**src/rtl/shift_rotate_unit.sv**
```systemverilog
// Multi-cycle shift/rotate register: parallel load plus a start/busy/done command
// that shifts, rotates or serially fills the register one bit position per clock.
module shift_rotate_unit #(
    parameter int WIDTH = 8,
    parameter int AMT_W = 3
) (
    input  logic             clock_i,
    input  logic             resetn_i,
    input  logic             loadn_i,
    input  logic [WIDTH-1:0] data_in_i,
    input  logic             start_i,
    input  logic [2:0]       mode_i,
    input  logic [AMT_W-1:0] amount_i,
    input  logic             serial_in_i,
    output logic [WIDTH-1:0] q_o,
    output logic             busy_o,
    output logic             done_o,
    output logic             serial_out_o
);
    localparam logic [1:0] ST_IDLE = 2'd0;
    localparam logic [1:0] ST_RUN  = 2'd1;
    localparam logic [1:0] ST_DONE = 2'd2;

    localparam logic [2:0] M_LSL = 3'd0;
    localparam logic [2:0] M_LSR = 3'd1;
    localparam logic [2:0] M_ASR = 3'd2;
    localparam logic [2:0] M_ROL = 3'd3;
    localparam logic [2:0] M_ROR = 3'd4;
    localparam logic [2:0] M_SSL = 3'd5;
    localparam logic [2:0] M_SSR = 3'd6;
    localparam logic [2:0] M_RSV = 3'd7;

    logic [1:0]       state_q, state_d;
    logic [WIDTH-1:0] q_q, q_d;
    logic [AMT_W-1:0] cnt_q, cnt_d;
    logic [2:0]       mode_q, mode_d;
    logic             sout_q, sout_d;

    logic [WIDTH-1:0] step_q;
    logic             step_out;

    // One single-position step of the latched operation; bit leaving goes to step_out.
    always_comb begin
        step_q   = q_q;
        step_out = sout_q;
        case (mode_q)
            M_LSL:   {step_out, step_q} = {q_q, 1'b0};
            M_LSR:   {step_q, step_out} = {1'b0, q_q};
            M_ASR:   {step_q, step_out} = {q_q[WIDTH-1], q_q};
            M_ROL:   {step_out, step_q} = {q_q, q_q[WIDTH-1]};
            M_ROR:   {step_q, step_out} = {q_q[0], q_q};
            M_SSL:   {step_out, step_q} = {q_q, serial_in_i};
            M_SSR:   {step_q, step_out} = {serial_in_i, q_q};
            default: begin
                step_q   = q_q;
                step_out = sout_q;
            end
        endcase
    end

    always_comb begin
        state_d = state_q;
        q_d     = q_q;
        cnt_d   = cnt_q;
        mode_d  = mode_q;
        sout_d  = sout_q;
        case (state_q)
            ST_IDLE: begin
                if (!loadn_i) begin
                    q_d = data_in_i;
                end else if (start_i) begin
                    mode_d = mode_i;
                    cnt_d  = amount_i;
                    if (amount_i == '0 || mode_i == M_RSV) state_d = ST_DONE;
                    else                                   state_d = ST_RUN;
                end
            end
            ST_RUN: begin
                q_d    = step_q;
                sout_d = step_out;
                cnt_d  = cnt_q - 1'b1;
                if (cnt_q == AMT_W'(1)) state_d = ST_DONE;
            end
            default: state_d = ST_IDLE;
        endcase
    end

    always_ff @(posedge clock_i) begin
        if (!resetn_i) begin
            state_q <= ST_IDLE;
            q_q     <= '0;
            cnt_q   <= '0;
            mode_q  <= '0;
            sout_q  <= 1'b0;
        end else begin
            state_q <= state_d;
            q_q     <= q_d;
            cnt_q   <= cnt_d;
            mode_q  <= mode_d;
            sout_q  <= sout_d;
        end
    end

    assign q_o          = q_q;
    assign busy_o       = (state_q != ST_IDLE);
    assign done_o       = (state_q == ST_DONE);
    assign serial_out_o = sout_q;
endmodule

```
**config.mk**
```make
export PLATFORM = sky130hd
export DESIGN_NAME = shift_rotate_unit
export DESIGN_NICKNAME = d
export VERILOG_FILES = /design/src/rtl/shift_rotate_unit.sv
export SDC_FILE = /design/constraint.sdc
export NUM_CORES = 1
export LEC_CHECK = 0
export ABC_AREA = 0
export BUFFER_PORTS_ARGS = -buffer_cell sky130_fd_sc_hd__buf_2
export CAP_MARGIN = 20
export CORE_MARGIN = 3
export CORE_UTILIZATION = 51
export DETAILED_ROUTE_END_ITERATION = 10
export PLACE_DENSITY = 0.82
export SLEW_MARGIN = 10
export SYNTH_ARGS = -nofsm -noshare
export SYNTH_HDL_FRONTEND = slang
export SYNTH_SLANG_ARGS = --single-unit
export TNS_END_PERCENT = 30
```
**constraint.sdc**
```tcl
create_clock -name clock_i -period 1.5 [get_ports clock_i]
set_input_delay 0.15 -clock clock_i [delete_from_list [all_inputs] [get_ports clock_i]]
set_output_delay 0.15 -clock clock_i [all_outputs]
set_load 0.02 [all_outputs]
```
==> results of run 1 <==
-- power groups by stage --
stage	Combinational, W	Clock (W)	Sequential, W
finish	0.000340	0.000253	0.000544
global route	0.000373	0.000280	0.000550
CTS	0.000336	0.000257	0.000543
detailed placement	0.000335	0	0.000552
global placement	0.000326	0	0.000549
floorplan	0.000232	0	0.000559
-- area by class of cell --
class	count	area, um^2
Clock buffer	3	22.5
Clock inverter	1	5.00
Fill cell	166	703
Inverter	5	18.8
Multi-Input combinational cell	89	654
Sequential cell	17	347
Tap cell	27	33.8
Timing Repair Buffer	36	198
-- flip-flops by register name, indices dropped and copies added, names as in the netlist --
signal / flops
cnt_q: 3
mode_q: 3
q_o: 8
serial_out_o: 1
state_q: 2
-- kinds of logic (layout without fill, tap and decap cells) --
family                   count (synthesis)  in the layout  synth area share
AO/OA/AOI/OAI                           34             34             0.223
XOR/XNOR                                 2              2            0.0335
adder cells (fa/ha/maj)                  2              2            0.0231
buffers and inverters                   15             45            0.0853
flip-flops                              17             17             0.314
multiplexers                            13             13             0.127
AND/OR/NAND/NOR                         38             38             0.195
-- repair_timing --
item,in CTS,in global routing
gates resized for setup,3,2
pin swaps,0,1
setup endpoints to repair,1,3
hold buffers,0,0
setup buffers,0,1
-- critical path, cell delays in order (launching register included) --
cell and delay, ps:
dfxtp_4 390, nor2_4 170, xor2_4 290, mux2_2 380, o22ai_1 180
-- cell usage after synthesis (2+ instances only) --
library cell	number	area share
mux2_2	6	0.062
mux2i_1	7	0.065
ha_1	2	0.023
nor2_1	12	0.042
buf_2	5	0.023
nor2b_1	3	0.017
a21oi_1	6	0.028
inv_1	4	0.014
buf_6	4	0.042
a311oi_1	3	0.024
a211oi_1	2	0.014
o22ai_1	6	0.035
dfxtp_1	17	0.31
nand3b_1	2	0.014
o21ai_0	3	0.014
o211ai_1	9	0.062
nand2_1	10	0.035
-- final timing paths --
kind,startpoint,to,slack (ps),cells past startpoint
setup / recovery,mode_q[2],q_o[4],20,4
hold / removal,mode_i[0],mode_q[0],120,3
setup reg to reg,mode_q[2],q_o[4],20,4
hold reg to reg,cnt_q[1],cnt_q[1],490,2
-- stage by stage --
step	utilization	worst slack (ps)
2_1_floorplan	-	117
4_1_cts	0.639	23.6
3_5_place_dp	0.623	-9.93
6_report	0.645	20.9
3_3_place_gp	0.623	71.6
5_1_grt	0.645	-23.8
-- layer usage --
layer	GRT usage	share of wire
met5	0	0
met4	0.0786	0.0090
met3	0.0287	0.052
met2	0.328	0.49
met1	0.219	0.45
==> out/metrics.cfg, run 1 <==
[outcome]
outcome=finished clean

[critical_path]
worstSetupEndpointType=flop
critPathLaunchType=flop
worstSetupPathType=reg -> reg
critical_path_arrival_ps=1700
crit_path_max_fanout=8
required_ps=1730

[synth]
synth_cell_types=37
avgSynthCellArea_um2=8.97
synthesis.area_um2=1080
syn_nets=142
syn-instance-count=121
synth_seq_area_share=0.314
ys_seq_elements=17
ys_warn_count=0
async_flop_share=0
synth_edf_count=0
synthFlopType=dfxtp_1

[global_routing]
grt_max_degree=16
track_usage=0.186
grt_remaining_overflow=0
grt_pass1_vias=911
grt_pass1_wl_mm=3.81
antenna_found_initial=0

[pwr]
netSwitchingFraction=0.341
power_per_cell_area_nw_per_um2=889
comb_power_share=0.299
vdd_drop_max_uv=570
power_frac_seq=0.479
power.switching_w=0.000388
clockPowerShare=0.222
p_int_w=0.000749
totalPowerFinal_w=0.00114
leakagePower_nw=0.560

[sta]
tightestPinTransition_ps=291
worst_hold_slack_ps=116
tns_ps=0
period_minus_slack_ps=1480
fin_crit_sh=0.986
timing.final.hold_violations=0
fmax_mhz=676
slew_headroom=0.805
finalMaxSlewViolations=0
setup_viol=0
clock-skew-final_ps=6.96
rsz0062_at_grt=yes

[floorplanning]
design.core.area_um2=1980
initial_core_util=0.547
die_w_um=52.1
ioPinCount=30
die_h_um=52.1
row_count=16
die_area_um2=2720

[cts]
cts_sinks=17
clk_latency_ps=300
clk_path_buf_depth=2
cts_tree=done
path_clk_slew_ps=110
cts_buffers=3
cts-root-buf=clkbuf_4
cts_max_level=1

[placed_design]
gp_congestion=0.821
hpwlAfterDp_mm=1.87
post-place-cells=173
io_buffers=29
dpl_cell_area_um2=1230

[cells_and_area]
most-common-layout-cells=buf_2 (29), dfxtp_1 (14), nor2_1 (12)
final_common_cell=buf_2
layout-drive-gt1-share=0.391
nets=173
fin_area_um2=1280
final_cell_count_no_fill=178
syn_to_final_growth_pct=17.9
diodes=0

[detailed_routing]
detail_route.wl_per_cell_um=13.8
drt_iter0_markers=4
drc=0
drt.antenna.violating_nets=0
wirelength_mm=2.45
vias=975
routed_via_density=5.48
firstDrtPassIters=4

[worst_hold_path]
hold_class=in -> reg

[run]
drv_cap=0

Power figures use the tool's default switching activity.
==> run 2: changes to the inputs <==
- PLACE_DENSITY: 0.82 -> 0.78
==> run 2 against run 1 <==
  * Sequential power is essentially flat
  * Register-to-register slack gained 50 ps
  * Cell count grew 0.56%
  * Via count shrank 0.62%
  * Sequential share of layout area shrank 0.44 points
  * Total power shrank 0.67%
  * Wire length shrank 2.7%
  * Fmax grew 3.6%
  * Clock skew shrank 0.83 ps
  * Critical path depth is the same
  * Core utilization grew 1.1 points
  * Clock power shrank 7%
  * Critical path type unchanged
  * Largest power group unchanged
==> out/metrics.cfg, run 2 (synthesis results as in run 1) <==
[outcome]
outcome=finished clean

[pwr]
power_frac_seq=0.480
leakagePower_nw=0.569
netSwitchingFraction=0.325
p_int_w=0.000763
power.switching_w=0.000366
totalPowerFinal_w=0.00113
power_per_cell_area_nw_per_um2=869
vdd_drop_max_uv=502
comb_power_share=0.312
clockPowerShare=0.208

[cells_and_area]
fillCellCount=174
syn_to_final_growth_pct=19.8
seqCellArea_um2=347
multi_input_area_um2=657
largest_reg_flops=8
nets=174
most-common-layout-cells=buf_2 (29), nor2_1 (12), dfxtp_1 (12)
diodes=0
final_common_cell=buf_2
layout-drive-gt1-share=0.395

[detailed_routing]
detail_route.wl_per_cell_um=13.3
drt.antenna.violating_nets=0
drc=0
drt_iter0_markers=17
routed_via_density=5.41
wirelength_mm=2.38
vias=969
firstDrtPassIters=6

[cts]
cts_buffers=3
clk_path_buf_depth=2
postCtsSetupRepairBufs=0
cts_max_level=1
clk_latency_ps=280
cts-root-buf=clkbuf_4
cts_tree=done
hold_buffers=0
path_clk_slew_ps=100
cts_sinks=17

[run]
drv_cap=0

[sta]
slew_headroom=0.781
clock-skew-final_ps=6.14
rsz0062_at_grt=no
tns_ps=0
setup_viol=0
timing.final.hold_violations=0
fin_crit_sh=0.952
fmax_mhz=700
period_minus_slack_ps=1430
finalMaxSlewViolations=0
worst_hold_slack_ps=137
tightestPinTransition_ps=327

[floorplanning]
row_count=16
ioPinCount=30
initial_core_util=0.547
die_area_um2=2720
design.core.area_um2=1980
die_w_um=52.1
die_h_um=52.1

[critical_path]
cpLargestDelayFamily=flip-flops
worstSetupEndpointType=flop
crit_chain=nor2_4, xor2_4, mux2_2, o22ai_1
crit_path_max_fanout=8
cp.buffers_inverters=0
worstSetupPathType=reg -> reg
critPathLaunchType=flop
rrSetupSlack_ps=70
required_ps=1710
slowest_delay_ps=370
critical_path_arrival_ps=1630
critPathSlowestCell=dfxtp_2

[global_routing]
antenna_found_initial=0
grt_pass1_vias=904
grt_max_degree=16
grt_pass1_wl_mm=3.96
track_usage=0.192
grt_remaining_overflow=0

[worst_hold_path]
hold_class=in -> reg

[placed_design]
gp_congestion=0.768
io_buffers=29
hpwlAfterDp_mm=1.90

-- run 2: cell count changes in the layout (fill, tap and decap cells not counted) --
cell,before,now
nand2b_1,0,1
nand2b_2,1,0
nor2_4,1,2
dfxtp_2,2,5
dfxtp_1,14,12
clkinv_2,1,0
clkbuf_1,0,1
buf_12,0,1
nor2_2,1,0
dfxtp_4,1,0
-- run 2: worst reg2reg max path, cell delays in order, from the launching register on --
cell and delay (ps):
dfxtp_2 370, nor2_4 160, xor2_4 290, mux2_2 370
o22ai_1 160
-- run 2: stage by stage --
stage	worst slack, ps	util	cells	instance area [um^2]
floorplan	117	-	121	1080
global placement	93.3	0.637	175	1260
detailed placement	53.8	0.637	175	1260
CTS	27.2	0.650	179	1290
global route	24.2	0.656	179	1300
finish	71.9	0.656	179	1300
-- run 2: final timing paths --
path / end / depth (start not counted) / startpoint
max: q_o[4] / 4 / mode_q[1]
min: mode_q[2] / 3 / mode_i[2]
max reg2reg: q_o[4] / 4 / mode_q[1]
min reg2reg: q_o[3] / 2 / q_o[3]
-- run 2: cell type report --
class	instances	share of cell area
Clock buffer	4	0.0202
Timing Repair Buffer	37	0.167
Tap cell	27	0.0260
Multi-Input combinational cell	89	0.505
Inverter	5	0.0144
Sequential cell	17	0.267
-- run 2: per-layer routing --
metal / up-vias / track usage / routed length, um
met5: - / 0 / 0
met4: 0 / 0.0611 / 10
met3: 2 / 0.0372 / 124
met2: 21 / 0.331 / 1220
met1: 443 / 0.237 / 1030
li1: 503 / - / -
-- run 2: power groups by stage --
stage	logic [W]	registers (W)	clock network, W
after global routing	0.000385	0.000550	0.000253
after floorplan	0.000232	0.000559	0
final	0.000352	0.000541	0.000235
after global placement	0.000340	0.000548	0
after detailed placement	0.000350	0.000550	0
after CTS	0.000352	0.000539	0.000241
-- run 2: repair_timing --
item	in CTS	in global routing
resized for setup	0	6
endpoints found under the hold margin	0	0
endpoints found under the setup margin	0	9
==> run 3: changes to the inputs <==
- CORE_UTILIZATION: 51 -> 53
- CTS_BUF_LIST: default -> sky130_fd_sc_hd__clkbuf_8
- PLACE_DENSITY: 0.78 -> 0.81
==> run 3 against run 2 <==
  * First-iteration DRC count is 18% lower
  * Sequential power hardly changed
  * Sequential share of layout area is 0.81 points lower
  * Global-route usage is 4.6 points higher
  * Largest cell class unchanged
  * Largest power group unchanged
  * Highest routed layer unchanged
==> out/metrics.cfg, run 3 (synthesis results as in run 1) <==
[outcome]
outcome=finished clean

[critical_path]
required_ps=1680
worstReg2RegStart=mode_q[2]
rrSetupSlack_ps=70
worstSetupEndpointType=flop
worstSetupPathType=reg -> reg
crit_chain=nor2_4, xor2_4, mux2_2, o22ai_1
crit_path_max_fanout=8
r2r-end=q_o[6]
slowest_delay_ps=370
critical_path_arrival_ps=1610
critPathLaunchType=flop
reg2reg_depth=4
critPathSlowestCell=mux2_2

[worst_hold_path]
holdPathEnd=mode_q[2]
min_from=mode_i[2]
hold_class=in -> reg
min_path_cells=3

[cts]
path_clk_slew_ps=70
cts_buffers=3
cts_sinks=17
hold_buffers=0
cts-root-buf=clkbuf_8
cts_max_level=1
clk_path_buf_depth=2
cts_tree=done
clk_latency_ps=250

[global_routing]
grt_pass1_vias=1013
grt_remaining_overflow=0
grt_max_degree=16
track_usage=0.238
antenna_found_initial=0
grt_pass1_wl_mm=4.77

[cells_and_area]
most-common-layout-cells=buf_2 (29), dfxtp_1 (14), nor2_1 (12)
syn_to_final_growth_pct=22.7
fin_area_um2=1330
diodes=0
final_common_cell=buf_2
layout-drive-gt1-share=0.406
nets=177
largest_reg_flops=8

[floorplanning]
ioPinCount=30
die_h_um=51.2
die_area_um2=2630
row_count=15
design.core.area_um2=1820
initial_core_util=0.596
die_w_um=51.2

[pwr]
leakagePower_nw=0.592
vdd_drop_max_uv=766
netSwitchingFraction=0.320
p_int_w=0.000845
power_per_cell_area_nw_per_um2=933
power.switching_w=0.000397
power_frac_seq=0.436
comb_power_share=0.297
clockPowerShare=0.267

[placed_design]
io_buffers=29
gp_congestion=0.769
hpwlAfterDp_mm=2.05
dpl_cell_area_um2=1260

[sta]
finalMaxSlewViolations=0
rsz0062_at_grt=yes
timing.final.hold_violations=0
tns_ps=0
fin_crit_sh=0.954
clock-skew-final_ps=5.57
slew_headroom=0.774
setup_viol=0
fmax_mhz=698
period_minus_slack_ps=1430
tightestPinTransition_ps=337

[detailed_routing]
firstDrtPassIters=4
drt.antenna.violating_nets=0
routed_via_density=5.88
vias=1058
detail_route.wl_per_cell_um=15.6
drt_iter0_markers=14
wirelength_mm=2.81
drc=0

[run]
drv_cap=0

run 3: cell types whose count changed in the layout (fill, tap and decap cells not counted):
cell	change
buf_12	-1
buf_4	+4
clkbuf_1	-1
clkbuf_4	-3
clkbuf_8	+3
clkinv_2	+1
dfxtp_1	+2
dfxtp_2	-2
o22ai_1	-1
o22ai_2	+1
run 3: critical path, delay by kind of cell (launching register included):
| family | cells | cell delay, ps |
|---|---|---|
| AO/OA/AOI/OAI | 1 | 160 |
| XOR/XNOR | 1 | 310 |
| flip-flops | 1 | 350 |
| multiplexers | 1 | 370 |
| AND/OR/NAND/NOR | 1 | 170 |
run 3: worst max path at each step:
stage                      endpoint  cells after the start       start
after floorplan           mode_q[0]                      5  state_q[0]
after CTS                    q_o[4]                      4   mode_q[1]
after global placement       q_o[0]                      5   mode_q[0]
after global routing         q_o[0]                      5   mode_q[0]
final                        q_o[6]                      4   mode_q[2]
after detailed placement     q_o[0]                      5   mode_q[0]
run 3: repair_timing:
item	CTS	global route
resized for setup	0	5
buffers inserted	0	1
setup endpoints to repair	0	10
run 3: layout make-up:
type	count	area (um^2)
Timing Repair Buffer	40	228
Clock inverter	1	5.00
Sequential cell	17	344
Inverter	5	18.8
Clock buffer	3	41.3
Multi-Input combinational cell	89	663
Fill cell	145	489
Tap cell	25	31.3
run 3: per-layer routing:
layer | vias up | global-route usage | wire length, um
li1 | 507 | - | -
met3 | 10 | 0.0379 | 124
met5 | - | 0 | 0
met4 | 0 | 0.127 | 79
met1 | 510 | 0.296 | 1170
met2 | 31 | 0.391 | 1440
run 3: metrics by stage:
stage | setup WS (ps) | total power (W) | utilization | std cells | hold WS [ps]
final | 68.3 | 0.00124 | 0.731 | 180 | 181
after detailed placement | 66.3 | 0.000901 | 0.693 | 175 | 425
after global routing | -4.29 | 0.00131 | 0.731 | 180 | 201
after global placement | 99.8 | 0.000884 | 0.693 | 175 | 409
after CTS | 45.6 | 0.00124 | 0.719 | 179 | 168
after floorplan | 117 | 0.000791 | - | 121 | 297
run 3: power by group through the flow:
stage	registers (W)	clock network [W]	logic, W
3_3_place_gp	0.000545	0	0.000339
6_report	0.000541	0.000332	0.000369
3_5_place_dp	0.000549	0	0.000352
5_1_grt	0.000546	0.000354	0.000405
4_1_cts	0.000539	0.000343	0.000356
2_1_floorplan	0.000559	0	0.000232
